`config.mk`:
```
export PLATFORM = sky130hd
export DESIGN_NAME = rs_error_corrector
export DESIGN_NICKNAME = d
export VERILOG_FILES = /design/src/rtl/rs_error_corrector.sv
export SDC_FILE = /design/constraint.sdc
export NUM_CORES = 1
export LEC_CHECK = 0
export CORE_ASPECT_RATIO = 0.7
export CORE_MARGIN = 3
export CORE_UTILIZATION = 46
export CTS_BUF_LIST = sky130_fd_sc_hd__clkbuf_8
export DETAILED_ROUTE_END_ITERATION = 6
export GPL_ROUTABILITY_DRIVEN = 0
export PLACE_DENSITY_LB_ADDON = 0.1
export SLEW_MARGIN = 15
export SYNTH_ARGS = -nofsm -noshare
export SYNTH_HDL_FRONTEND = slang
export SYNTH_SLANG_ARGS = --single-unit
```
`constraint.sdc`:
```
create_clock -name clock -period 1.75 [get_ports clock]
set_input_delay 0.35 -clock clock [delete_from_list [all_inputs] [get_ports clock]]
set_output_delay 0.35 -clock clock [all_outputs]
set_load 0.02 [all_outputs]
```
`src/rtl/rs_error_corrector.sv`:
```
// RS(31,27) final stage: XORs CSEE error magnitudes onto received symbols,
// counts corrections per codeword and flags decode failure against the
// error-locator degree.
//
// Ports:
//   clock, reset (async active-low)
//   start        - codeword begins next cycle, samples lambda_deg
//   lambda_deg   - error-locator degree from key-equation solver
//   hold         - stall, no symbol consumed this cycle
//   sym_in       - received symbol
//   err_loc      - CSEE root-found flag
//   err_val      - CSEE error magnitude
//   dataout      - corrected symbol (registered)
//   out_valid    - dataout valid
//   out_last     - marks symbol N-1
//   done         - one-cycle status pulse
//   decode_fail  - status, held until next accepted start
//   err_count    - corrections in last codeword (saturating)
//   busy         - high in LOAD and CORRECT
//
// Optional: define RS_CORR_STATS_EN to add cw_count / fail_count outputs.

module rs_error_corrector #(
    parameter int SYM_W = 5,
    parameter int N     = 31,
    parameter int T     = 2
) (
    input  logic             clock,
    input  logic             reset,
    input  logic             start,
    input  logic [2:0]       lambda_deg,
    input  logic             hold,
    input  logic [SYM_W-1:0] sym_in,
    input  logic             err_loc,
    input  logic [SYM_W-1:0] err_val,
    output logic [SYM_W-1:0] dataout,
    output logic             out_valid,
    output logic             out_last,
    output logic             done,
    output logic             decode_fail,
    output logic [2:0]       err_count,
    output logic             busy
`ifdef RS_CORR_STATS_EN
    ,
    output logic [15:0]      cw_count,
    output logic [15:0]      fail_count
`endif
);

    localparam int         CNT_W = $clog2(N);
    localparam logic [CNT_W-1:0] LAST = CNT_W'(N - 1);
    localparam logic [2:0] T_L   = 3'(T);

    typedef enum logic [1:0] {
        IDLE,
        LOAD,
        CORRECT,
        DONE
    } state_t;

    state_t           state;
    logic [CNT_W-1:0] counter;
    logic [2:0]       deg_r;
    logic             fail_now;

    // err_count is already final when the FSM sits in DONE.
    assign fail_now = (deg_r > T_L) || (err_count != deg_r);

    always_ff @(posedge clock or negedge reset) begin
        if (!reset) begin
            state       <= IDLE;
            counter     <= '0;
            deg_r       <= '0;
            dataout     <= '0;
            out_valid   <= 1'b0;
            out_last    <= 1'b0;
            done        <= 1'b0;
            decode_fail <= 1'b0;
            err_count   <= '0;
            busy        <= 1'b0;
`ifdef RS_CORR_STATS_EN
            cw_count    <= '0;
            fail_count  <= '0;
`endif
        end else begin
            done <= 1'b0;
            unique case (state)
                IDLE: begin
                    out_valid <= 1'b0;
                    out_last  <= 1'b0;
                    if (start) begin
                        deg_r       <= lambda_deg;
                        err_count   <= '0;
                        decode_fail <= 1'b0;
                        busy        <= 1'b1;
                        state       <= LOAD;
                    end
                end
                LOAD: begin
                    // Status from a back-to-back predecessor stays visible
                    // during its done pulse (this cycle), then clears.
                    counter     <= '0;
                    err_count   <= '0;
                    decode_fail <= 1'b0;
                    state       <= CORRECT;
                end
                CORRECT: begin
                    if (!hold) begin
                        dataout   <= sym_in ^ (err_loc ? err_val : '0);
                        out_valid <= 1'b1;
                        if (err_loc && err_count != 3'd7)
                            err_count <= err_count + 3'd1;
                        if (counter == LAST) begin
                            out_last <= 1'b1;
                            busy     <= 1'b0;
                            state    <= DONE;
                        end else begin
                            out_last <= 1'b0;
                            counter  <= counter + 1'b1;
                        end
                    end else begin
                        out_valid <= 1'b0;
                        out_last  <= 1'b0;
                    end
                end
                DONE: begin
                    out_valid   <= 1'b0;
                    out_last    <= 1'b0;
                    done        <= 1'b1;
                    decode_fail <= fail_now;
`ifdef RS_CORR_STATS_EN
                    cw_count    <= cw_count + 16'd1;
                    if (fail_now)
                        fail_count <= fail_count + 16'd1;
`endif
                    if (start) begin
                        deg_r <= lambda_deg;
                        busy  <= 1'b1;
                        state <= LOAD;
                    end else begin
                        state <= IDLE;
                    end
                end
                default: state <= IDLE;
            endcase
        end
    end

endmodule

```
==> Yosys cells after proc, flatten, opt, wreduce, memory -nomap -nowiden <==
Index checks and enable logic that the tools add are counted.
{ "classes": {"n_lt_le_gt_ge": 1, "bitwise": 2, "n_addsub": 2, "n_eq_ne": 12, "reduce_logical": 15, "muxes": 25} }
{ "ops": {"columns": ["cell", "count"], "rows": [
  ["two-way mux 5 bit", 3],
  ["inequality test 2 bit (second input constant)", 5],
  ["case mux 5 bit (2 select lines)", 1],
  ["two-way mux 1 bit", 9],
  ["two-way mux 3 bit", 3],
  ["case mux 3 bit (3 select lines)", 1],
  ["case mux 2 bit (4 select lines)", 1],
  ["AND reduction 4 bit", 2],
  ["two-way mux 2 bit", 3],
  ["case mux 1 bit (2 select lines)", 3],
  ["AND reduction 2 bit", 3],
  ["AND reduction 3 bit", 2],
  ["nonzero test 3 bit", 2],
  ["adder 5 x 1 -> 5 bit (second input constant)", 1],
  ["== test 5 bit (second input constant)", 1],
  ["bitwise XOR 5 bit", 1],
  ["== test 2 bit (second input constant)", 2],
  ["nonzero test 2 bit", 2],
  ["adder 3 x 1 -> 3 bit (second input constant)", 1],
  ["> comparator 3 x 2 -> 1 bit (second input constant)", 1],
  ["inequality test 3 bit", 1],
  ["inequality test 3 bit (second input constant)", 1],
  ["case mux 1 bit (3 select lines)", 1],
  ["== test 2 x 1 -> 1 bit (second input constant)", 1],
  ["6 further kinds", 6]
]} }
{ "word_totals": {"regBits": 23, "out_inout_bits": 13} }

==> Longest topological paths before layout <==
{ "logic_depth": {"depth_word": 5, "mapped_depth": 6} }

==> Least setup slack after synthesis <==
Ideal clock, no wire load.
{ "synth_timing": {"path_kind": "register to register", "startpoint": "register err_count[0]", "endpoint": "register err_count[0]", "period_less_slack_ps": 1782, "setup_slack_ps": -32, "setup_ps": 125, "arrival_ps": 1657, "stages_incl_launch_ff": 7, "required_ps": 1625, "cell_sequence": "dfrtp_1 > ha_1 > ha_1 > nor2_1 > nand2_1 > a211oi_4 > mux2_4"} }
{ "synth_between": {"elab_chain_cells": 4} }
{ "synth_rtl": {"columns": ["element", "line", "text"], "rows": [
  ["start: declaration", "41", "output logic [2:0] err_count,"],
  ["start signal: assignment", "112", "err_count <= err_count + 3'd1;"],
  ["adder 3 x 1 -> 3 bit or inequality test 3 bit (tied branches)", "112, 111", null],
  ["two-way mux 3 bit or logical AND 1 bit (tied branches)", "111", "if (err_loc && err_count != 3'd7)"],
  ["two-way mux 3 bit or inequality test 2 bit (tied branches)", null, null],
  ["case mux 3 bit (3 select lines) or AND reduction 4 bit (tied branches)", null, null]
]} }
Parallel ways exist; a longest one is shown, timed or not. The select of a mux whose other input is x is not followed.
A chain may end at the register's enable or synchronous reset.

==> Worst setup path in the final report <==
{ "layout_timing": {"startpoint": "register counter[0]", "endpoint": "register state[1]"} }
{ "layout_between": {"elab_chain_cells": 3} }
{ "layout_rtl": {"columns": ["element", "line", "text"], "rows": [
  ["start: declaration", "62", "logic [CNT_W-1:0] counter;"],
  ["start signal: assignment", "119", "counter <= counter + 1'b1;"],
  ["== test 5 bit", "113", "if (counter == LAST) begin"],
  ["inequality test 2 bit (no source line)", null, null],
  ["AND reduction 3 bit (no source line)", null, null],
  ["end signal: assignment", "105", "state <= CORRECT;"],
  ["end signal: assignment", "116", "state <= DONE;"],
  ["end signal: assignment", "139", "state <= LOAD;"],
  ["end: declaration", "61", "state_t state;"]
]} }
Every way passes these cells.

==> metrics.csv <==
metric,value,unit
finalPower,2.734,mW
drv_cap,0,
syn_area,1284,sq um
crit_path_start_kind,flip-flop,
cp.arrival,1.86,ns
setup_violations,0,
htree_levels,1,
globalRouteOverflowTotal,0,
outcome,finished clean,
synthArstFlopShare,100.0,%
synth_top_family_by_area,compound AO/OA/AOI/OAI gates,
hold_class,primary input to async pin,
vias,1076,
criticalPathCategory,flip-flop to flip-flop,
slew_viol_final,0,
numPortBuffers,30,
dp_hpwl,2.303,mm
clkSlewWorstSetupHoldPaths,0.08,ns
syn-num-nets,154,
routedWlPerCell,14.88,um
ys_seq_area_share,44.83,%
synth_seq_cells,23,
avgViaCountPerCell,5.300,
nets,199,
p_leak,0.8578,nW
yosysWarnings,0,
synth-compound-area-share,17.06,%
grt_pass1_vias,1095,
slew_headroom,78.89,%
tightest_slew,0.3161,ns
pwr-share-comb,56.7,%
drive_above_1_share,15.98,%
synthFlopType,dfrtp_1,
track_usage,18.84,%
powerDensity,1534,nW/um^2
endpoint_kind,flip-flop,
cts_root_buffer,clkbuf_8,
post-cts-setup-buffers,0,
yosysUniqueCellTypes,35,
seqCellArea,579.3,sq um
design.die.area,3471,sq um
ir_worst_vdd,711.0,uV
cts.repair.resized,0,
die_w,69.14,um
postRouteAntennaNets,0,
drt_iter0_markers,82,
placedCellCount,199,
crit_path_max_fanout,6,
grt_first_pass_wirelength,5.271,mm
skew,0.001068,ns
nFillCells,198,
multi_input_area,676.9,sq um
muxShareOfSynthArea,5.361,%
p_switching,1.065,mW
antenna_found_initial,0,
avgSynthCellArea,10.27,sq um
fmaxAchievable,0.5891,GHz
area_growth_syn_to_layout,38.79,%
io_pins,31,
initial_core_util,50.29,%
grt_max_degree,24,
p_clk_share,12.0,%
first_pass_iters,4,
synth-xor-area-share,5.458,%
wirelength,3.020,mm
hold_viol_final,0,
core_area,2552,sq um
die_h,50.20,um
cts_tree,built,
syn_inst,125,
swShare,38.94,%
synth_edf_count,0,
yosys.area_share.adder,10.72,%
remaining_drc_errors,0,
clk_latency,0.27,ns
clockBufferDepth,2,
hold_ws,0.4416,ns
numCtsBuffers,3,
diodes,0,
seqPwrFrac,31.2,%
min_period,1.698,ns
p_int,1.669,mW
instances_no_fill,203,
postCtsHoldBufs,0,
cts.sinks,23,
num_rows,15,
crit_required,1.91,ns
min_period_over_period,97.00,%
yosys.area_share.simple,13.55,%
worst max-delay path, stage by stage, from the launching register on:
cell and delay [ns]:
dfrtp_1 0.43, inv_1 0.11, ha_1 0.20, nand4_1 0.19, o21ai_2 0.30, a21oi_1 0.13, a31o_2 0.22
flip-flops by register name, summed over array words and instances (netlist names):
| name | cells |
|---|---|
| dataout | 5 |
| out_valid | 1 |
| out_last | 1 |
| deg_r | 3 |
| counter | 5 |
| decode_fail | 1 |
| done | 1 |
| busy | 1 |
| err_count | 3 |
| state | 2 |
power by group through the flow:
stage          clock (mW)  combinational [mW]  sequential [mW]
2_1_floorplan           0               0.787            0.992
3_3_place_gp            0                1.49            0.848
3_5_place_dp            0                1.55            0.862
4_1_cts             0.334                1.55            0.852
5_1_grt             0.364                1.70            0.882
6_report            0.329                1.55            0.854
layout make-up:
class / count / share of cell area, %
Multi-Input combinational cell: 92 / 37.99
Sequential cell: 23 / 32.51
Timing Repair Buffer: 42 / 22.89
Tap cell: 34 / 2.388
Clock buffer: 3 / 2.317
Inverter: 8 / 1.685
Clock inverter: 1 / 0.2107
cells in the mapped netlist, drive strengths merged (2+ instances only):
| cell type | number | area share, % |
|---|---|---|
| dfrtp | 23 | 45 |
| nand2 | 17 | 5.0 |
| ha | 11 | 11 |
| o21ai | 11 | 4.6 |
| inv | 8 | 2.3 |
| nor2 | 5 | 1.5 |
| xor2 | 5 | 3.4 |
| a21oi | 4 | 1.6 |
| a31oi | 4 | 1.9 |
| mux2 | 4 | 3.8 |
| a22o | 3 | 2.0 |
| nor2b | 3 | 1.5 |
| xnor2 | 3 | 2.0 |
| a21o | 2 | 1.2 |
| mux2i | 2 | 1.6 |
| nand4 | 2 | 0.97 |
| o31ai | 2 | 1.2 |
per-stage QoR:
stage | util (%) | TNS (ns) | worst slack [ns] | cell area, sq um
after floorplan | - | 0 | 0.004362 | 1286
after global placement | 67.50 | 0 | 0.04053 | 1723
after detailed placement | 67.50 | 0 | 0.002827 | 1723
after CTS | 69.26 | 0 | 0.03185 | 1768
after global routing | 69.80 | -0.06080 | -0.06080 | 1782
final | 69.80 | 0 | 0.05246 | 1782
final timing paths:
check | from | end | slack, ns | depth (start not counted)
worst max-delay path | counter[0]$_DFFE_PN0P_ | state[1]$_DFFE_PN0P_ | 0.05 | 6
worst min-delay path | reset | done$_DFF_PN0_ | 0.44 | 2
worst max register to register | counter[0]$_DFFE_PN0P_ | state[1]$_DFFE_PN0P_ | 0.05 | 6
worst min register to register | dataout[0]$_DFFE_PN0P_ | dataout[0]$_DFFE_PN0P_ | 0.49 | 2
max in group asynchronous | reset | err_count[1]$_DFFE_PN0P_ | 1.05 | 2
min in group clock | dataout[0]$_DFFE_PN0P_ | dataout[0]$_DFFE_PN0P_ | 0.49 | 2
logic make-up (layout without fill, tap and decap cells):
logic type,count (synthesis),in the layout
buffers and inverters,10,54
adder cells (fa/ha/maj),11,11
flip-flops,23,23
AND/OR/NAND/NOR,35,35
XOR/XNOR,8,8
multiplexers,6,6
AO/OA/AOI/OAI,32,32
layer usage:
layer	GRT usage, %	up-vias	routed length [um]	part of all wire (%)
li1	-	524	-	-
met1	26.46	518	1384	46
met2	29.27	32	1436	48
met3	5.600	2	186	6.2
met4	3.247	0	13	0.43
met5	0	-	0	0
placed cells by master, fill, tap and decap left out, drive strengths merged, types with 4 or more instances in the layout:
cell type | synthesis | final
a21oi | 4 | 4
a31oi | 4 | 4
buf | 1 | 12
clkdlybuf4s50 | 0 | 28
dfrtp | 23 | 23
ha | 11 | 11
inv | 8 | 9
mux2 | 4 | 4
nand2 | 17 | 17
nor2 | 5 | 5
o21ai | 11 | 11
xor2 | 5 | 5
Power figures use the tool's default switching activity.
